===== config.mk =====
export PLATFORM = sky130hd
export DESIGN_NAME = riscv_test_result_monitor
export DESIGN_NICKNAME = d
export VERILOG_FILES = /design/src/rtl/riscv_test_pkg.sv /design/src/rtl/riscv_test_result_monitor_sat_counter.sv /design/src/rtl/riscv_test_result_monitor.sv
export SDC_FILE = /design/constraint.sdc
export NUM_CORES = 1
export LEC_CHECK = 0
export ABC_AREA = 1
export BUFFER_PORTS_ARGS = -buffer_cell sky130_fd_sc_hd__buf_4
export CORE_ASPECT_RATIO = 0.7
export CORE_MARGIN = 2
export CORE_UTILIZATION = 51
export CTS_CLUSTER_SIZE = 25
export DETAILED_ROUTE_END_ITERATION = 10
export PLACE_DENSITY_LB_ADDON = 0.3
export SYNTH_ARGS = -nofsm -noshare
export SYNTH_HDL_FRONTEND = slang
export SYNTH_HIERARCHICAL = 1
export SYNTH_SLANG_ARGS = --single-unit
export TNS_END_PERCENT = 1

===== constraint.sdc =====
create_clock -name clk -period 2.25 [get_ports clk]
set_clock_uncertainty 0.1 [all_clocks]
set_input_delay 0.225 -clock clk [delete_from_list [all_inputs] [get_ports clk]]
set_output_delay 0.225 -clock clk [all_outputs]
set_load 0.01 [all_outputs]

===== src/rtl/riscv_test_pkg.sv =====
// rtl/riscv_test_pkg.sv - shared verdict states and riscv-tests ABI constants
package riscv_test_pkg;

  typedef enum logic [2:0] {
    ST_RUN     = 3'd0,
    ST_PASS    = 3'd1,
    ST_FAIL    = 3'd2,
    ST_TIMEOUT = 3'd3,
    ST_HANG    = 3'd4
  } state_t;

  // riscv-tests writes 1 to gp on success, (testnum << 1) | 1 on failure
  localparam logic [31:0] PASS_GP           = 32'h0000_0001;
  localparam logic [31:0] DEFAULT_TOHOST_PC = 32'h0000_0044;

  localparam logic [4:0]  ABI_GP_REG = 5'd3;
  localparam logic [4:0]  ABI_A7_REG = 5'd17;
  localparam logic [31:0] ECALL_EXIT = 32'd93;

  function automatic logic is_pass_gp(input logic [31:0] gp);
    return gp == PASS_GP;
  endfunction

endpackage


===== src/rtl/riscv_test_result_monitor_sat_counter.sv =====
// rtl/riscv_test_result_monitor_sat_counter.sv - saturating up-counter with clear and enable
module sat_counter #(
  parameter int W = 32
) (
  input  logic         clk,
  input  logic         rst,
  input  logic         clr,
  input  logic         en,
  output logic [W-1:0] count
);

  always_ff @(posedge clk) begin
    if (!rst) begin
      count <= '0;
    end else if (clr) begin
      count <= '0;
    end else if (en && (count != '1)) begin
      count <= count + W'(1);
    end
  end

endmodule


===== src/rtl/riscv_test_result_monitor.sv =====
// rtl/riscv_test_result_monitor.sv - riscv-tests pass/fail/timeout/hang verdict from the retirement stream
module riscv_test_result_monitor
  import riscv_test_pkg::*;
#(
  parameter logic [31:0] TOHOST_PC   = DEFAULT_TOHOST_PC,
  parameter int          TIMEOUT     = 5000,
  parameter int          STALL_LIMIT = 256,
  parameter int          CW          = 32
) (
  input  logic          clk,
  input  logic          rst,
  input  logic          retire_valid,
  input  logic [31:0]   retire_pc,
  input  logic [31:0]   gp_value,
  output logic          done,
  output logic          passed,
  output logic          failed,
  output logic          timed_out,
  output logic          hung,
  output logic [30:0]   fail_testnum,
  output logic [CW-1:0] cycle_count,
  output logic [CW-1:0] retire_count
);

  // A limit beyond what CW bits can count is never reached; the counter saturates first
  localparam longint unsigned CNT_MAX =
    (CW >= 64) ? 64'hFFFF_FFFF_FFFF_FFFF : ((64'd1 << CW) - 64'd1);
  localparam bit TIMEOUT_REACHABLE = (TIMEOUT >= 1) && (64'(TIMEOUT - 1) <= CNT_MAX);
  localparam bit STALL_REACHABLE   = (STALL_LIMIT >= 1) && (64'(STALL_LIMIT - 1) <= CNT_MAX);
  localparam logic [CW-1:0] TIMEOUT_LAST = CW'(TIMEOUT - 1);
  localparam logic [CW-1:0] STALL_LAST   = CW'(STALL_LIMIT - 1);

  state_t        state;
  state_t        state_nxt;
  logic [CW-1:0] stall_count;
  logic          in_run;
  logic          hit;
  logic          stall_now;
  logic          timeout_now;

  assign in_run      = (state == ST_RUN);
  assign hit         = retire_valid && (retire_pc == TOHOST_PC);
  assign stall_now   = STALL_REACHABLE && !retire_valid && (stall_count == STALL_LAST);
  assign timeout_now = TIMEOUT_REACHABLE && (cycle_count == TIMEOUT_LAST);

  sat_counter #(.W(CW)) u_cycle_cnt (
    .clk   (clk),
    .rst   (rst),
    .clr   (1'b0),
    .en    (in_run),
    .count (cycle_count)
  );

  sat_counter #(.W(CW)) u_retire_cnt (
    .clk   (clk),
    .rst   (rst),
    .clr   (1'b0),
    .en    (in_run && retire_valid),
    .count (retire_count)
  );

  sat_counter #(.W(CW)) u_stall_cnt (
    .clk   (clk),
    .rst   (rst),
    .clr   (in_run && retire_valid),
    .en    (in_run && !retire_valid),
    .count (stall_count)
  );

  always_ff @(posedge clk) begin
    if (!rst) begin
      state <= ST_RUN;
    end else begin
      state <= state_nxt;
    end
  end

  // Same-cycle priority: tohost hit, then stall, then global timeout
  always_comb begin
    state_nxt = state;
    if (state == ST_RUN) begin
      if (hit) begin
        state_nxt = is_pass_gp(gp_value) ? ST_PASS : ST_FAIL;
      end else if (stall_now) begin
        state_nxt = ST_HANG;
      end else if (timeout_now) begin
        state_nxt = ST_TIMEOUT;
      end
    end
  end

  always_ff @(posedge clk) begin
    if (!rst) begin
      fail_testnum <= '0;
    end else if (in_run && hit && !is_pass_gp(gp_value)) begin
      fail_testnum <= gp_value[31:1];
    end
  end

  assign done      = (state != ST_RUN);
  assign passed    = (state == ST_PASS);
  assign failed    = (state == ST_FAIL);
  assign hung      = (state == ST_HANG);
  assign timed_out = (state == ST_TIMEOUT) || (state == ST_HANG);

endmodule


==> summary.md, run 1 <==
| Metric | Value |
|---|---|
| Tot Pwr | 5456 µW |
| MaxCap Viol Count | 0 |
| Die Y | 111.4 µm |
| # port buffers | 166 |
| Arrival @ worst endpoint | 2290 ps |
| Largest net degree at the start of global routing | 36 |
| CTS tree | done |
| Place WS | 45.45 ps |
| Syn-to-layout area delta | 28.10% |
| DR vias/cell | 5.178 |
| Die W | 157.4 µm |
| Dpl cells | 1748 |
| I/O pin cnt | 167 |
| Required time worst endpoint | 2470 ps |
| Post-synthesis cell count | 1369 |
| Layout Cells excl Fill | 1811 |
| CP max FO | 15 |
| Number of global-route vias before repair | 8348 |
| Post-Route WL | 24800 µm |
| Min Tclk post-route | 2076 ps |
| Worst R2R Path Depth | 13 |
| Share of cells above drive strength 1 | 22.07% |
| Final core occ | 66.41% |
| Number of setup buffers added after CTS | 0 |
| Clock share of power | 51.4% |
| Synth async-reset ratio | 0% |
| Iter 0 DRT Violations | 990 |
| Distinct cells, synth | 32 |
| Worst Min Path Start | rst |
| Leading area contributor after synthesis | dfxtp_1 |
| Power Density | 507.1 nW/µm² |
| Ant diodes | 0 |
| CP Capture Type | flop |
| Die area | 17530 µm² |
| First-pass GRT wire length | 39900 µm |
| Routed len/inst | 13.69 µm |
| Initial Util | 51.85% |
| Top-area cell type share of the netlist area | 30.98% |
| Sequential share of the synthesized area | 30.98% |
| Fin crit share | 92.27% |
| Reg power frac | 42.4% |
| Setup WS post-layout | 174.0 ps |
| Max VDD drop | 0.0003936 V |
| Worst-Skew Late Latency | 420 ps |
| Nets@finish | 1643 |
| Leakage | 0.004546 µW |
| FF-to-FF End | u_cycle_cnt/count[25] |
| Internal | 4167 µW |
| Clk pin slew, worst setup/hold paths | 60 ps |
| CTS buffer count | 17 |
| Hold depth | 3 |
| Hpwl dp | 18020 µm |
| Initial antenna violation count | 0 |
| Bufs on Longest Clock Path | 2 |
| Area contributors post-synth | dfxtp_1 31%, nor2_1 16%, nand2_1 15% |
| Setup_tns | 0 ps |
| Startpoint Class | flop |
| Seq cells post-synth | 130 |
| RePlAce Congestion | 0.9802 |
| Core area | 16200 µm² |
| Root Driver | clkbuf_16 |
| Vias | 9377 |
| Worst r2r src | state[1] |
| CTS H-tree depth | 4 |
| Setup repair after global routing missed its margin | no |
| CTS sink cnt | 130 |
| Hold EP | fail_testnum[6] |
| GRT Total Usage | 28.00% |
| Main flop type after synthesis | dfxtp_1 |
| Run status | finished, final reports clean |
| Mean Syn Cell Area | 6.135 µm² |
| Switch Pwr | 1289 µW |
| Cell Area, Synth | 8399 µm² |
| ANT nets after route | 0 |
| Max Slew Vio Count | 0 |
| Row cnt | 39 |
| GRT overflow | 0 |
| Crit Path Class | reg -> reg |
| EDFF count, synth | 0 |
| Sw frac | 23.62% |
| YS warnings | 6 |
| Worst reg2reg setup slack | 170 ps |
| Comb pwr share | 6.2% |
| Final setup violation count | 0 |
| Hold Path Class | in -> reg |
| DRC Markers | 0 |
| Detailed Routing Iterations Pass 1 | 6 |
| Peak Freq | 481.7 MHz |
| Final hold vios | 0 |
-- worst max-delay path: stages, from the launching register on --
cell,delay (ps)
dfxtp_1,330
nor2_2,130
inv_2,60
nor2_2,110
buf_4,230
nand2_1,70
nor2_1,180
nand3_1,150
inv_1,150
nand2_1,100
nor2_2,150
nand3_1,90
nand2_1,80
nor2_1,30
-- worst max-delay path by stage --
stage / startpoint / end
3_5_place_dp: state[1] / u_stall_cnt/count[27]
6_report: state[1] / u_cycle_cnt/count[25]
3_3_place_gp: state[1] / u_stall_cnt/count[27]
4_1_cts: state[1] / u_stall_cnt/count[27]
2_1_floorplan: state[1] / u_retire_cnt/count[23]
5_1_grt: state[1] / u_stall_cnt/count[29]
-- synth_stat cells, types with 4 or more instances --
cell type  count
nor2_1       347
nand2_1      325
inv_1        135
dfxtp_1      130
nand3_1       91
a21oi_1       78
nor2_2        38
o21ai_1       31
nor3_1        26
nand2_2       25
nand4_1       23
buf_6         18
nor2_4        18
inv_2         11
clkbuf_1       9
nand3_2        9
nand3b_1       9
nand3_4        6
xor2_1         6
and2_1         5
nor2_8         4
-- registers in the layout, summed over array words and instances, names as in the netlist --
signal / cells
u_cycle_cnt/count: 32
u_retire_cnt/count: 32
u_stall_cnt/count: 32
fail_testnum: 31
state: 3
-- what timing repair did --
| action | 4_1_cts | 5_1_grt |
|---|---|---|
| endpoints found under the hold margin | 31 | 0 |
| hold buffers | 31 | 0 |
| setup endpoints to repair | 0 | 30 |
| gates resized for setup | 0 | 12 |
-- cells by family (layout without fill, tap and decap cells) --
logic type | after synthesis | in the layout | share of synthesized area [%]
xor gates and xnor gates | 6 | 6 | 0.6256
AOI/OAI and AO/OA | 116 | 116 | 7.061
DFF | 130 | 130 | 30.98
buffers and inverters | 180 | 396 | 9.861
adders and majority gates | 3 | 3 | 0.4469
other | 1 | 2 | 0.04465
and+or+nand+nor | 933 | 933 | 50.98
-- per-layer routing --
layer  global-route usage [%]  wire length [µm]
met1                    39.39             11270
met2                    43.03             10670
met3                    5.683              2362
met4                    9.091               493
met5                        0                 0
-- cell usage in the layout, fill, tap and decap left out, types with 2 or more instances in the layout --
cell type        n
clkbuf_16       17
o21ai_1         31
nand2_4          3
inv_2           12
buf_4          185
nand3b_1         9
dfxtp_1        130
clkinv_2         2
nand4_1         23
nor2_8           4
ha_1             3
dlygate4sd3_1   31
nand2_1        325
conb_1           2
xor2_1           6
nand3_2         10
nor2_2          46
nor2_1         337
a21oi_2          3
and2_1           5
nand3_4          6
a21oi_1         78
bufinv_16        2
nand2_2         25
inv_1          134
nor3_1          26
clkinvlp_4       6
or2_2            3
o21ai_0          3
clkbuf_8         2
nand3_1         90
nor2_4          20
-- power by group through the flow --
stage	Clock, µW	Sequential (µW)	Combinational, µW
after floorplan	0	2370	122
after global placement	0	2360	280
after detailed placement	0	2360	283
after CTS	2840	2310	328
after global routing	2940	2310	368
final	2810	2310	337
-- area by class of cell --
type / count / area, µm²
multi-input combinational: 1060 / 5012
clock inverter: 12 / 132.6
timing repair buffer: 217 / 1719
sequential: 130 / 2603
fill: 1454 / 5441
inverter: 147 / 554.3
clock buffer: 20 / 456.7
tap: 225 / 281.5
-- through the flow --
step,area [µm²],hold WS (ps)
6_report,10760,132.5
5_1_grt,10760,148.5
4_1_cts,10720,122.9
3_5_place_dp,9824,364.5
3_3_place_gp,9824,359.5
2_1_floorplan,8403,253.2
No activity file was read; power rests on OpenSTA's default activity.
==> run 2, diff against run 1 <==
- BUFFER_PORTS_ARGS: -buffer_cell sky130_fd_sc_hd__buf_4 -> -buffer_cell sky130_fd_sc_hd__buf_2
- CAP_MARGIN: unset -> 20
- CORE_UTILIZATION: 51 -> 38
==> run 2 against run 1 <==
Effect of this change:
- clock power decreased by 2%
- first-iteration DRC count is 1.3% higher
- via count decreased by 2.3%
- register-to-register slack improved by 30 ps
- critical path type unchanged
==> summary.md, run 2 (synthesized netlist as in run 1, its figures left out) <==
| Metric | Value |
|---|---|
| Largest net degree at the start of global routing | 32 |
| RePlAce Congestion | 0.9577 |
| Vias | 9165 |
| I/O pin cnt | 167 |
| Area of the multi-input gates | 5002 µm² |
| Required time worst endpoint | 2470 ps |
| Routed len/inst | 13.41 µm |
| Worst-Margin Slew | 805.0 ps |
| Power Density | 510.7 nW/µm² |
| Number of setup buffers added after CTS | 0 |
| Max VDD drop | 0.0004914 V |
| Register area | 2603 µm² |
| CTS sink cnt | 130 |
| Reg power frac | 43.3% |
| Switch Pwr | 1416 µW |
| GRT Total Usage | 21.37% |
| ANT nets after route | 0 |
| Max Slew Vio Count | 0 |
| Internal | 3927 µW |
| Final hold vios | 0 |
| Run status | finished, final reports clean |
| Commonest non-fill, non-tap cell in the layout | nor2_1 |
| Crit Path Class | reg -> reg |
| Final setup violation count | 0 |
| Startpoint Class | flop |
| Peak Freq | 488.6 MHz |
| Ant diodes | 0 |
| Arrival @ worst endpoint | 2260 ps |
| CTS H-tree depth | 4 |
| Bufs on Longest Clock Path | 2 |
| Initial antenna violation count | 0 |
| Post-Route WL | 25170 µm |
| Die Y | 128.4 µm |
| Worst reg2reg setup slack | 200 ps |
| Die W | 181.7 µm |
| MaxCap Viol Count | 0 |
| CTS buffer count | 17 |
| Slew Limit Headroom | 46.28% |
| Final core occ | 48.26% |
| Clock share of power | 51.2% |
| First-pass GRT wire length | 40320 µm |
| Min Tclk post-route | 2047 ps |
| Commonest non-fill, non-tap cells in the layout | 339 x nor2_1, 325 x nand2_1, 166 x buf_2 |
| Core area | 21680 µm² |
| DRC Markers | 0 |
| Hpwl dp | 18930 µm |
| Clk pin slew, worst setup/hold paths | 60 ps |
| Number of global-route vias before repair | 7936 |
| Placed inst area | 9543 µm² |
| Fill cell count | 2169 |
| Hold Path Class | in -> reg |
| Worst-Skew Late Latency | 420 ps |
| # port buffers | 166 |
| Biggest regs | u_cycle_cnt/count (32), u_retire_cnt/count (32), u_stall_cnt/count (32) |
| Comb pwr share | 5.5% |
| Sw frac | 26.50% |
| Initial Util | 38.75% |
| CP Capture Type | flop |
| GRT overflow | 0 |
| DR vias/cell | 4.885 |
| Nets@finish | 1651 |
| Leakage | 0.004558 µW |
| Iter 0 DRT Violations | 1003 |
| CTS tree | done |
| Root Driver | clkbuf_16 |
| Worst R2R Path Depth | 13 |
| Setup repair after global routing missed its margin | yes |
| Share of cells above drive strength 1 | 22.58% |
| Final instance area | 10460 µm² |
| Die area | 23330 µm² |
| CP max FO | 15 |
| Syn-to-layout area delta | 24.55% |
| Detailed Routing Iterations Pass 1 | 6 |
| Fin crit share | 90.96% |
| Row cnt | 45 |
| Hold depth | 3 |
[run 2: routing by layer]
metal	global-route usage, %	vias up	wire length (µm)
met3	4.783	24	2082
li1	-	4735	-
met1	32.13	4074	12770
met5	0	-	0
met2	30.74	332	10050
met4	5.069	0	259
[run 2: through the flow]
step	cells	power [µW]	hold slack (ps)	setup slack [ps]	setup TNS [ps]
global placement	1813	2608	369.3	31.44	0
detailed placement	1813	2611	374.6	-14.23	-26.97
CTS	1876	5410	37.42	47.11	0
global route	1876	5553	63.87	-33.62	-33.62
finish	1876	5342	55.26	203.4	0
floorplan	1370	2489	253.2	24.10	0
[run 2: final timing paths]
kind                   start               endpoint
max                 state[0]  u_cycle_cnt/count[27]
min                      rst               state[1]
max reg2reg         state[0]  u_cycle_cnt/count[27]
min reg2reg  fail_testnum[8]        fail_testnum[8]
[run 2: critical path: stages, from the launching register on]
cell,delay [ps]
dfxtp_1,320
nor2_1,120
inv_2,70
nor2_2,130
buf_6,190
nand2_1,60
nor2_1,190
nand3_1,180
inv_2,140
nand2_1,90
nor2_1,180
nand3_2,80
nand2_1,70
nor2_1,40
[run 2: power by group through the flow]
stage | Combinational (µW) | Clock (µW) | Sequential, µW
CTS | 290 | 2810 | 2310
detailed placement | 246 | 0 | 2360
finish | 294 | 2740 | 2310
global route | 325 | 2920 | 2310
floorplan | 122 | 0 | 2370
global placement | 243 | 0 | 2360
[run 2: area by class of cell]
| cell class | instances | share of cell area, % |
|---|---|---|
| clock inverters | 15 | 1.495 |
| inverters | 147 | 5.298 |
| repair buffers | 225 | 13.07 |
| clock buffers | 17 | 4.066 |
| multi-input cells | 1060 | 47.82 |
| flip-flops and latches | 130 | 24.88 |
| well taps | 282 | 3.373 |
[run 2: repair_timing]
action	in CTS	in global routing
resized for setup	1	11
hold buffers	31	0
hold endpoints to repair	31	0
setup endpoints to repair	4	27
pin swaps	0	1
==> run 3, diff against run 2 <==
- PLACE_DENSITY: unset -> 0.72
- PLACE_DENSITY_LB_ADDON: 0.3 -> unset
==> run 3 against run 2 <==
Effect of this change:
- global-route usage up 0.32 points
- count of clock-buffer cells in the layout up 3
- die area unchanged
- critical path type unchanged
- highest routed layer unchanged
==> summary.md, run 3 (synthesized netlist as in run 1, its figures left out) <==
| Metric | Value |
|---|---|
| Power Density | 532.9 nW/µm² |
| Final hold vios | 0 |
| Worst Min Path Start | rst |
| Sw frac | 22.33% |
| Final setup violation count | 0 |
| Dpl cells | 1809 |
| CTS H-tree depth | 4 |
| Largest net degree at the start of global routing | 33 |
| Post-Route WL | 25290 µm |
| Leakage | 0.004557 µW |
| Die area | 23330 µm² |
| GRT overflow | 0 |
| Vias | 9349 |
| Commonest non-fill, non-tap cells in the layout | 335 x nor2_1, 324 x nand2_1, 166 x buf_2 |
| Worst reg2reg setup slack | 180 ps |
| CTS tree | done |
| Worst-Skew Late Latency | 420 ps |
| Share of cells above drive strength 1 | 22.82% |
| CTS sink cnt | 130 |
| Clk pin slew, worst setup/hold paths | 60 ps |
| Crit Path Class | reg -> reg |
| Initial antenna violation count | 1 |
| Setup repair after global routing missed its margin | yes |
| Clock share of power | 53.4% |
| Arrival @ worst endpoint | 2290 ps |
| I/O pin cnt | 167 |
| Final core occ | 48.63% |
| CTS buffer count | 17 |
| # port buffers | 166 |
| Hold depth | 5 |
| FF-to-FF End | u_retire_cnt/count[29] |
| Max Slew Vio Count | 0 |
| Run status | finished, final reports clean |
| Peak Freq | 483.2 MHz |
| Area of the multi-input gates | 5052 µm² |
| Startpoint Class | flop |
| Register area | 2604 µm² |
| Root Driver | clkbuf_16 |
| CP Capture Type | flop |
| Bufs on Longest Clock Path | 2 |
| Worst R2R Path Depth | 15 |
| Commonest non-fill, non-tap cell in the layout | nor2_1 |
| Worst-Margin Slew | 580.3 ps |
| Iter 0 DRT Violations | 752 |
| MaxCap Viol Count | 0 |
| Hpwl dp | 18560 µm |
| Hold EP | u_stall_cnt/count[20] |
| Die W | 181.7 µm |
| Internal | 4363 µW |
| GRT Total Usage | 21.69% |
| Die Y | 128.4 µm |
| Hold Path Class | in -> reg |
| Reg power frac | 41.2% |
| Fin crit share | 91.98% |
| Initial Util | 38.75% |
| Required time worst endpoint | 2470 ps |
| Core area | 21680 µm² |
| Comb pwr share | 5.4% |
| Max VDD drop | 0.0005503 V |
| Biggest regs | u_cycle_cnt/count (32), u_retire_cnt/count (32), u_stall_cnt/count (32) |
| Slew Limit Headroom | 61.27% |
| Routed len/inst | 13.49 µm |
| Nets@finish | 1648 |
| Switch Pwr | 1254 µW |
| DRC Markers | 0 |
| ANT nets after route | 0 |
| Number of global-route vias before repair | 8315 |
| DR vias/cell | 4.986 |
| Smallest hold slack | 153.4 ps |
| Setup_tns | 0 ps |
| Min Tclk post-route | 2069 ps |
| Fill cell count | 2184 |
| RePlAce Congestion | 0.8996 |
| CP max FO | 13 |
| Syn-to-layout area delta | 25.50% |
| Row cnt | 45 |
| First-pass GRT wire length | 41190 µm |
| Worst r2r src | state[0] |
| Detailed Routing Iterations Pass 1 | 6 |
| Layout Cells excl Fill | 1875 |
-- run 3: changes by cell type in the layout (fill, tap and decap cells not counted), moves of 2 or more --
cell	delta
buf_4	-3
inv_1	+2
nor2_4	+3
diode_2	+2
inv_6	-2
bufinv_16	+4
nand3_2	+2
clkinv_2	+2
inv_2	-2
clkinvlp_4	+2
nor2_1	-4
inv_8	-7
clkbuf_8	+2
-- run 3: layout make-up --
type	count	area share (%)
diodes	2	0.04748
clock buffers	20	4.332
clock inverters	12	1.709
inverters	147	5.282
multi-input cells	1061	47.93
flip-flops and latches	130	24.70
well taps	282	3.347
repair buffers	221	12.65
-- run 3: power groups by stage --
stage                     clock (µW)  combinational, µW  sequential (µW)
after floorplan                    0                122             2370
after global routing            3160                337             2320
after CTS                       3070                295             2320
after global placement             0                248             2370
after detailed placement           0                252             2370
final                           3000                303             2320
-- run 3: how the worst max path moves through the flow --
stage | slack [ps] | to | cells past startpoint | from
global placement | 60 | u_retire_cnt/count[25] | 15 | state[1]
detailed placement | -20 | u_retire_cnt/count[27] | 15 | state[0]
floorplan | 20 | u_retire_cnt/count[23] | 11 | state[1]
finish | 180 | u_retire_cnt/count[29] | 15 | state[0]
CTS | 4 | u_stall_cnt/count[27] | 14 | state[0]
global route | -20 | u_retire_cnt/count[31] | 16 | state[0]
-- run 3: critical path: stages, from the launching register on --
cell	delay (ps)
dfxtp_1	320
nor2_1	120
inv_2	60
nor2_2	110
inv_1	120
nor2_4	120
buf_12	150
nand2_1	90
nor2_4	130
nand3_2	110
inv_2	110
nand2_1	90
nor2_2	120
nand3_1	90
nand2_1	80
nor2_1	40
-- run 3: what timing repair did --
action / CTS / global route
gates resized for setup: 1 / 21
gates cloned: 0 / 1
setup buffers: 0 / 0
setup endpoints to repair: 3 / 42
hold buffers: 31 / 0
endpoints found under the hold margin: 31 / 0
pin swaps: 0 / 1
-- run 3: through the flow --
| stage | worst slack (ps) | cell area [µm²] | power, µW |
|---|---|---|---|
| global placement | 62.43 | 9513 | 2614 |
| global route | -18.72 | 10540 | 5814 |
| detailed placement | -23.99 | 9513 | 2618 |
| finish | 180.6 | 10540 | 5617 |
| floorplan | 24.10 | 8403 | 2489 |
| CTS | 4.210 | 10460 | 5675 |
-- run 3: routing by layer --
metal / wire length (µm) / vias to the layer above / GRT usage (%) / share of wire (%)
met5: 0 / - / 0 / 0
met4: 242 / 0 / 4.926 / 0.96
met3: 2180 / 20 / 5.208 / 8.6
met2: 10560 / 355 / 32.77 / 42
met1: 12310 / 4268 / 31.29 / 49
li1: - / 4706 / - / -
